<file path="src/rtl/combat_pkg.sv">
// rtl/combat_pkg.sv - shared shot states, default constants and health bar encoding
package combat_pkg;

    typedef enum logic [1:0] {
        READY,
        FIRE,
        FLIGHT,
        COOLDOWN
    } shot_state_t;

    localparam int HEALTH_MAX_DEF = 5;
    localparam int COOLDOWN_DEF   = 30;
    localparam int FLIGHT_DEF     = 170;

    localparam int HEALTH_W = 3;
    localparam int CNT_W    = 8;
    localparam int BAR_MAX  = 7;

    // Thermometer code: segment i is lit while health is above i.
    function automatic logic [BAR_MAX-1:0] health_to_bar(input logic [HEALTH_W-1:0] health);
        logic [BAR_MAX-1:0] bar;
        for (int i = 0; i < BAR_MAX; i++) begin
            bar[i] = (health > HEALTH_W'(i));
        end
        return bar;
    endfunction

endpackage

</file>
<file path="src/rtl/shooter_sequencer.sv">
// rtl/shooter_sequencer.sv - one shooter's fire/flight/cooldown sequencer with request and hit edge detection
module shooter_sequencer
    import combat_pkg::*;
#(
    parameter int COOLDOWN_FRAMES = COOLDOWN_DEF,
    parameter int FLIGHT_FRAMES   = FLIGHT_DEF
) (
    input  logic Clk,
    input  logic Reset,
    input  logic tick,
    input  logic clear,
    input  logic enable,
    input  logic shoot_req,
    input  logic hit,
    output logic fire,
    output logic ready,
    output logic damage_pulse
);

    localparam logic [CNT_W-1:0] FLIGHT_LOAD   = CNT_W'(FLIGHT_FRAMES);
    localparam logic [CNT_W-1:0] COOLDOWN_LOAD = CNT_W'(COOLDOWN_FRAMES);

    shot_state_t      state;
    shot_state_t      state_next;
    logic [CNT_W-1:0] frame_cnt;
    logic [CNT_W-1:0] frame_cnt_next;
    logic             req_q;
    logic             shoot_edge;
    logic             hit_q;
    logic             hit_edge;

    always_ff @(posedge Clk) begin
        if (Reset) begin
            state      <= READY;
            frame_cnt  <= '0;
            req_q      <= 1'b0;
            shoot_edge <= 1'b0;
            hit_q      <= 1'b0;
            hit_edge   <= 1'b0;
        end else begin
            state      <= state_next;
            frame_cnt  <= frame_cnt_next;
            req_q      <= shoot_req;
            shoot_edge <= shoot_req & ~req_q;
            hit_q      <= hit;
            hit_edge   <= hit & ~hit_q;
        end
    end

    always_comb begin
        state_next     = state;
        frame_cnt_next = frame_cnt;
        fire           = 1'b0;
        damage_pulse   = 1'b0;

        case (state)
            READY: begin
                if (shoot_edge && enable) begin
                    state_next = FIRE;
                end
            end
            FIRE: begin
                fire           = 1'b1;
                frame_cnt_next = FLIGHT_LOAD;
                state_next     = FLIGHT;
            end
            FLIGHT: begin
                // A hit landing on the same cycle as the last flight tick still counts.
                if (hit_edge) begin
                    damage_pulse   = 1'b1;
                    frame_cnt_next = COOLDOWN_LOAD;
                    state_next     = COOLDOWN;
                end else if (tick) begin
                    if (frame_cnt <= CNT_W'(1)) begin
                        frame_cnt_next = COOLDOWN_LOAD;
                        state_next     = COOLDOWN;
                    end else begin
                        frame_cnt_next = frame_cnt - CNT_W'(1);
                    end
                end
            end
            COOLDOWN: begin
                if (tick) begin
                    if (frame_cnt <= CNT_W'(1)) begin
                        frame_cnt_next = '0;
                        state_next     = READY;
                    end else begin
                        frame_cnt_next = frame_cnt - CNT_W'(1);
                    end
                end
            end
            default: begin
                state_next = READY;
            end
        endcase

        if (clear) begin
            state_next     = READY;
            frame_cnt_next = '0;
            fire           = 1'b0;
            damage_pulse   = 1'b0;
        end
    end

    assign ready = (state == READY);

endmodule

</file>
<file path="src/rtl/combat_controller.sv">
// rtl/combat_controller.sv - frame tick sync, shooter sequencing, health counters and dead flags for a fight
module combat_controller
    import combat_pkg::*;
#(
    parameter int HEALTH_MAX      = HEALTH_MAX_DEF,
    parameter int COOLDOWN_FRAMES = COOLDOWN_DEF,
    parameter int FLIGHT_FRAMES   = FLIGHT_DEF
) (
    input  logic                  Clk,
    input  logic                  Reset,
    input  logic                  frame_clk,
    input  logic                  start_l,
    input  logic                  battle_l,
    input  logic                  player_shoot_req,
    input  logic                  npc_shoot_req,
    input  logic                  npc_hit,
    input  logic                  player_hit,
    output logic                  player_fire,
    output logic                  npc_fire,
    output logic [HEALTH_W-1:0]   player_health,
    output logic [HEALTH_W-1:0]   npc_health,
    output logic [HEALTH_MAX-1:0] player_health_bar,
    output logic [HEALTH_MAX-1:0] npc_health_bar,
    output logic                  player_dead,
    output logic                  npc_dead,
    output logic                  player_ready,
    output logic                  npc_ready
);

    localparam logic [HEALTH_W-1:0] HEALTH_FULL = HEALTH_W'(HEALTH_MAX);

    logic                frame_meta;
    logic                frame_sync;
    logic                frame_prev;
    logic                tick;
    logic                player_shot_lands;
    logic                npc_shot_lands;
    logic [HEALTH_W-1:0] player_health_next;
    logic [HEALTH_W-1:0] npc_health_next;

    always_ff @(posedge Clk) begin
        if (Reset) begin
            frame_meta <= 1'b0;
            frame_sync <= 1'b0;
            frame_prev <= 1'b0;
        end else begin
            frame_meta <= frame_clk;
            frame_sync <= frame_meta;
            frame_prev <= frame_sync;
        end
    end

    assign tick = frame_sync & ~frame_prev;

    // The player's shot targets the NPC hitbox, and vice versa.
    shooter_sequencer #(
        .COOLDOWN_FRAMES (COOLDOWN_FRAMES),
        .FLIGHT_FRAMES   (FLIGHT_FRAMES)
    ) u_player_shooter (
        .Clk          (Clk),
        .Reset        (Reset),
        .tick         (tick),
        .clear        (start_l),
        .enable       (battle_l),
        .shoot_req    (player_shoot_req),
        .hit          (npc_hit),
        .fire         (player_fire),
        .ready        (player_ready),
        .damage_pulse (player_shot_lands)
    );

    shooter_sequencer #(
        .COOLDOWN_FRAMES (COOLDOWN_FRAMES),
        .FLIGHT_FRAMES   (FLIGHT_FRAMES)
    ) u_npc_shooter (
        .Clk          (Clk),
        .Reset        (Reset),
        .tick         (tick),
        .clear        (start_l),
        .enable       (battle_l),
        .shoot_req    (npc_shoot_req),
        .hit          (player_hit),
        .fire         (npc_fire),
        .ready        (npc_ready),
        .damage_pulse (npc_shot_lands)
    );

    // Outside battle the counters hold, so shots retiring after win/lose deal no damage.
    always_comb begin
        player_health_next = player_health;
        npc_health_next    = npc_health;
        if (start_l) begin
            player_health_next = HEALTH_FULL;
            npc_health_next    = HEALTH_FULL;
        end else if (battle_l) begin
            if (npc_shot_lands && (player_health != '0)) begin
                player_health_next = player_health - HEALTH_W'(1);
            end
            if (player_shot_lands && (npc_health != '0)) begin
                npc_health_next = npc_health - HEALTH_W'(1);
            end
        end
    end

    always_ff @(posedge Clk) begin
        if (Reset) begin
            player_health <= HEALTH_FULL;
            npc_health    <= HEALTH_FULL;
            player_dead   <= 1'b0;
            npc_dead      <= 1'b0;
        end else begin
            player_health <= player_health_next;
            npc_health    <= npc_health_next;
            player_dead   <= (player_health_next == '0);
            npc_dead      <= (npc_health_next == '0);
        end
    end

    assign player_health_bar = HEALTH_MAX'(health_to_bar(player_health));
    assign npc_health_bar    = HEALTH_MAX'(health_to_bar(npc_health));

endmodule
</file>
<file path="config.mk">
export PLATFORM = sky130hd
export DESIGN_NAME = combat_controller
export DESIGN_NICKNAME = d
export VERILOG_FILES = /design/src/rtl/combat_pkg.sv /design/src/rtl/shooter_sequencer.sv /design/src/rtl/combat_controller.sv
export SDC_FILE = /design/constraint.sdc
export NUM_CORES = 1
export LEC_CHECK = 0
export CAP_MARGIN = 20
export CORE_MARGIN = 5
export CORE_UTILIZATION = 25
export CTS_CLUSTER_DIAMETER = 80
export DETAILED_ROUTE_END_ITERATION = 7
export PLACE_DENSITY = 0.43
export RECOVER_POWER = 50
export SYNTH_ARGS = -nofsm -noshare
export SYNTH_HDL_FRONTEND = slang
export SYNTH_SLANG_ARGS = --single-unit
</file>
<file path="constraint.sdc">
create_clock -name Clk -period 1.7 [get_ports Clk]
set_input_delay 0.17 -clock Clk [delete_from_list [all_inputs] [get_ports Clk]]
set_output_delay 0.17 -clock Clk [all_outputs]
set_load 0.01 [all_outputs]
</file>
==> results.json <==
{
  "final_area_um2": 3300,
  "place_ws_ns": -0.0460,
  "grt_pass1_wl_mm": 9.41,
  "synth.distinct_cells": 59,
  "synthArstFlopShare": 0,
  "syn_inst": 255,
  "areaGrowthSynthToFinish_pct": 43.3,
  "port-buffer-count": 30,
  "setup_viol_count_final": 0,
  "intPower_w": 0.00148,
  "synth_ff_type": "dfxtp_1",
  "cts.hold.buffers_added": 0,
  "drtAntennaViolNets": 0,
  "grt_max_degree": 14,
  "finClkSkew_ns": 0.00575,
  "cts_buffer_depth": 2,
  "pwr-share-seq": 0.487,
  "critical_path_class": "reg -> reg",
  "dp_hpwl_mm": 4.38,
  "path_max_fanout": 5,
  "setup.worst_path.end_class": "flip-flop",
  "synth_edf_count": 0,
  "dpl.cell_count": 433,
  "cp.arrival_ns": 1.85,
  "layout.nets": 364,
  "yosys.area.top_type": "dfxtp_1",
  "start_util": 0.253,
  "syn_nets": 287,
  "min_path_type": "reg -> reg",
  "clock_latency_ns": 0.30,
  "yosys-top-cells-area": "dfxtp_1 34%, ha_1 13%, nand2_1 3.8%, nor2_1 3.8%, nor2b_1 3.5%",
  "ys_seq_area_frac": 0.339,
  "cts_buffers": 5,
  "diodes": 0,
  "first_iter_violations": 47,
  "fin_crit_sh": 0.955,
  "drive_gt1_frac": 0.291,
  "startpoint_type": "flip-flop",
  "clkPwrFrac": 0.430,
  "yosysMostFrequentCell": "dfxtp_1",
  "via_per_inst": 4.62,
  "finalMaxSlewViolations": 0,
  "die_y_um": 106,
  "slew_headroom": 0.741,
  "clk_pin_slew_worst_paths_ns": 0.08,
  "setup_tns_ns": 0,
  "power.leakage_nw": 1.37,
  "hold_slack_ns": 0.383,
  "avgSynthCellArea_um2": 9.03,
  "route.detailed.drc": 0,
  "status": "completed",
  "routed_wl_mm": 5.75,
  "clock_sinks": 39,
  "detailed_place.area_um2": 3030,
  "fin_ws_ns": 0.0759,
  "grt_pass1_vias": 1914,
  "cts_tree": "built",
  "yosysWarningCount": 0,
  "cts_max_level": 2,
  "finalHoldViolations": 0,
  "vdd_drop_max_mv": 0.442,
  "cp.required_ns": 1.92,
  "core-area_um2": 9110,
  "track_usage": 0.105,
  "share_comb_of_total_power": 0.084,
  "grt_antenna_before_repair": 0,
  "min_period_ns": 1.62,
  "wl_per_cell_um": 13.0,
  "synth_seq_cells": 39,
  "swShare": 0.233,
  "synth_area_um2": 2300,
  "power_switching_w": 0.000450,
  "timing.fmax_mhz": 616,
  "grt-ovfl-total": 0,
  "ios": 31,
  "clock-root-buffer": "clkbuf_8",
  "synth_common_cells": "39 x dfxtp_1, 23 x ha_1, 23 x nand2_1, 23 x nor2_1, 17 x inv_1",
  "die_area_um2": 11200,
  "place.gp.congestion": 0.763,
  "dr_total_vias": 2052,
  "cap_violations": 0,
  "worst_pin_slew_ns": 0.387,
  "dieWidth_um": 106,
  "rows": 35,
  "yosys.area.top_type_share": 0.339,
  "final_cells": 444,
  "p_per_area_nw_per_um2": 586,
  "drt-pass1-iter-count": 4
}
==> cells by family (layout without fill, tap and decap cells) <==
kind of cell | count (synthesis) | count (layout) | share of synthesized area
buf+inv | 20 | 98 | 0.0332
simple gates | 96 | 96 | 0.235
flops | 39 | 39 | 0.339
fa+ha+maj | 23 | 23 | 0.125
mux | 3 | 3 | 0.0130
xor+xnor | 5 | 5 | 0.0190
compound gates | 69 | 69 | 0.235
==> per-layer routing <==
layer / vias to the layer above / global-route usage / part of all wire / routed length, µm
li1: 1063 / - / - / -
met1: 957 / 0.139 / 0.49 / 2830
met2: 26 / 0.166 / 0.46 / 2670
met3: 6 / 0.0304 / 0.031 / 180
met4: 0 / 0.0278 / 0.013 / 73
met5: - / 0 / 0 / 0
==> area by class of cell <==
type / instances / area [µm²]
clock buffers: 6 / 82.6
clock inverters: 2 / 35.0
fillers: 955 / 5810
inverters: 17 / 63.8
multi-input cells: 196 / 1570
flip-flops and latches: 39 / 796
well taps: 111 / 139
repair buffers: 73 / 612
==> flip-flops by register name, summed over array words and instances, names as in the netlist, 2 cells and up <==
signal	flops
u_player_shooter.state	2
npc_health	3
u_player_shooter.frame_cnt	8
player_health	3
u_npc_shooter.state	2
u_npc_shooter.frame_cnt	8
==> power groups by stage <==
stage / combinational (W) / clock (W) / sequential (W)
finish: 0.000162 / 0.000830 / 0.000940
global route: 0.000179 / 0.000909 / 0.000943
CTS: 0.000156 / 0.000873 / 0.000941
detailed placement: 0.000156 / 0 / 0.000963
global placement: 0.000156 / 0 / 0.000963
floorplan: 0.0000833 / 0 / 0.000960
==> critical path: stages, from the launching register on <==
cell and delay [ns]:
dfxtp_2 0.33, inv_1 0.07, ha_1 0.18, or2_1 0.25, and3_4 0.23, a21oi_4 0.17
a21o_1 0.14, mux2i_1 0.19
==> cell usage in the layout (no fill, tap or decap), types with 5 or more instances in the layout <==
master           count
o21ai_0              9
a21oi_1              7
nor2b_1             13
xnor2_1              5
dlygate4sd3_1        7
inv_1               16
o31ai_1              6
clkdlybuf4s50_1     10
dfxtp_2              9
nor2_1              22
ha_1                18
a211oi_1             5
buf_4               41
nand2b_1             5
nand3_1              5
dfxtp_1             29
nand2_1             22
a21oi_2              5
clkbuf_8             6
dlygate4sd2_1       11
==> through the flow <==
stage          utilization  total power [W]
3_5_place_dp         0.333          0.00112
4_1_cts              0.346          0.00197
5_1_grt              0.362          0.00203
2_1_floorplan            -          0.00104
6_report             0.362          0.00193
3_3_place_gp         0.333          0.00112
==> worst paths after layout <==
kind                            cells past startpoint                                    start  slack, ns                                     end
worst max-delay path                                7  u_npc_shooter.frame_cnt[1]$_SDFFE_PP0P_       0.08     u_npc_shooter.state[1]$_SDFFE_PP0P_
worst min-delay path                                1        u_player_shooter.req_q$_SDFF_PP0_       0.38  u_player_shooter.shoot_edge$_SDFF_PP0_
worst max register to register                      7  u_npc_shooter.frame_cnt[1]$_SDFFE_PP0P_       0.08     u_npc_shooter.state[1]$_SDFFE_PP0P_
worst min register to register                      1        u_player_shooter.req_q$_SDFF_PP0_       0.38  u_player_shooter.shoot_edge$_SDFF_PP0_
==> what timing repair did <==
action                     CTS  global route
pin swaps                    1             6
buffers inserted             1             2
resized for setup           18            31
setup endpoints to repair   16            26
Power figures use the tool's default switching activity.
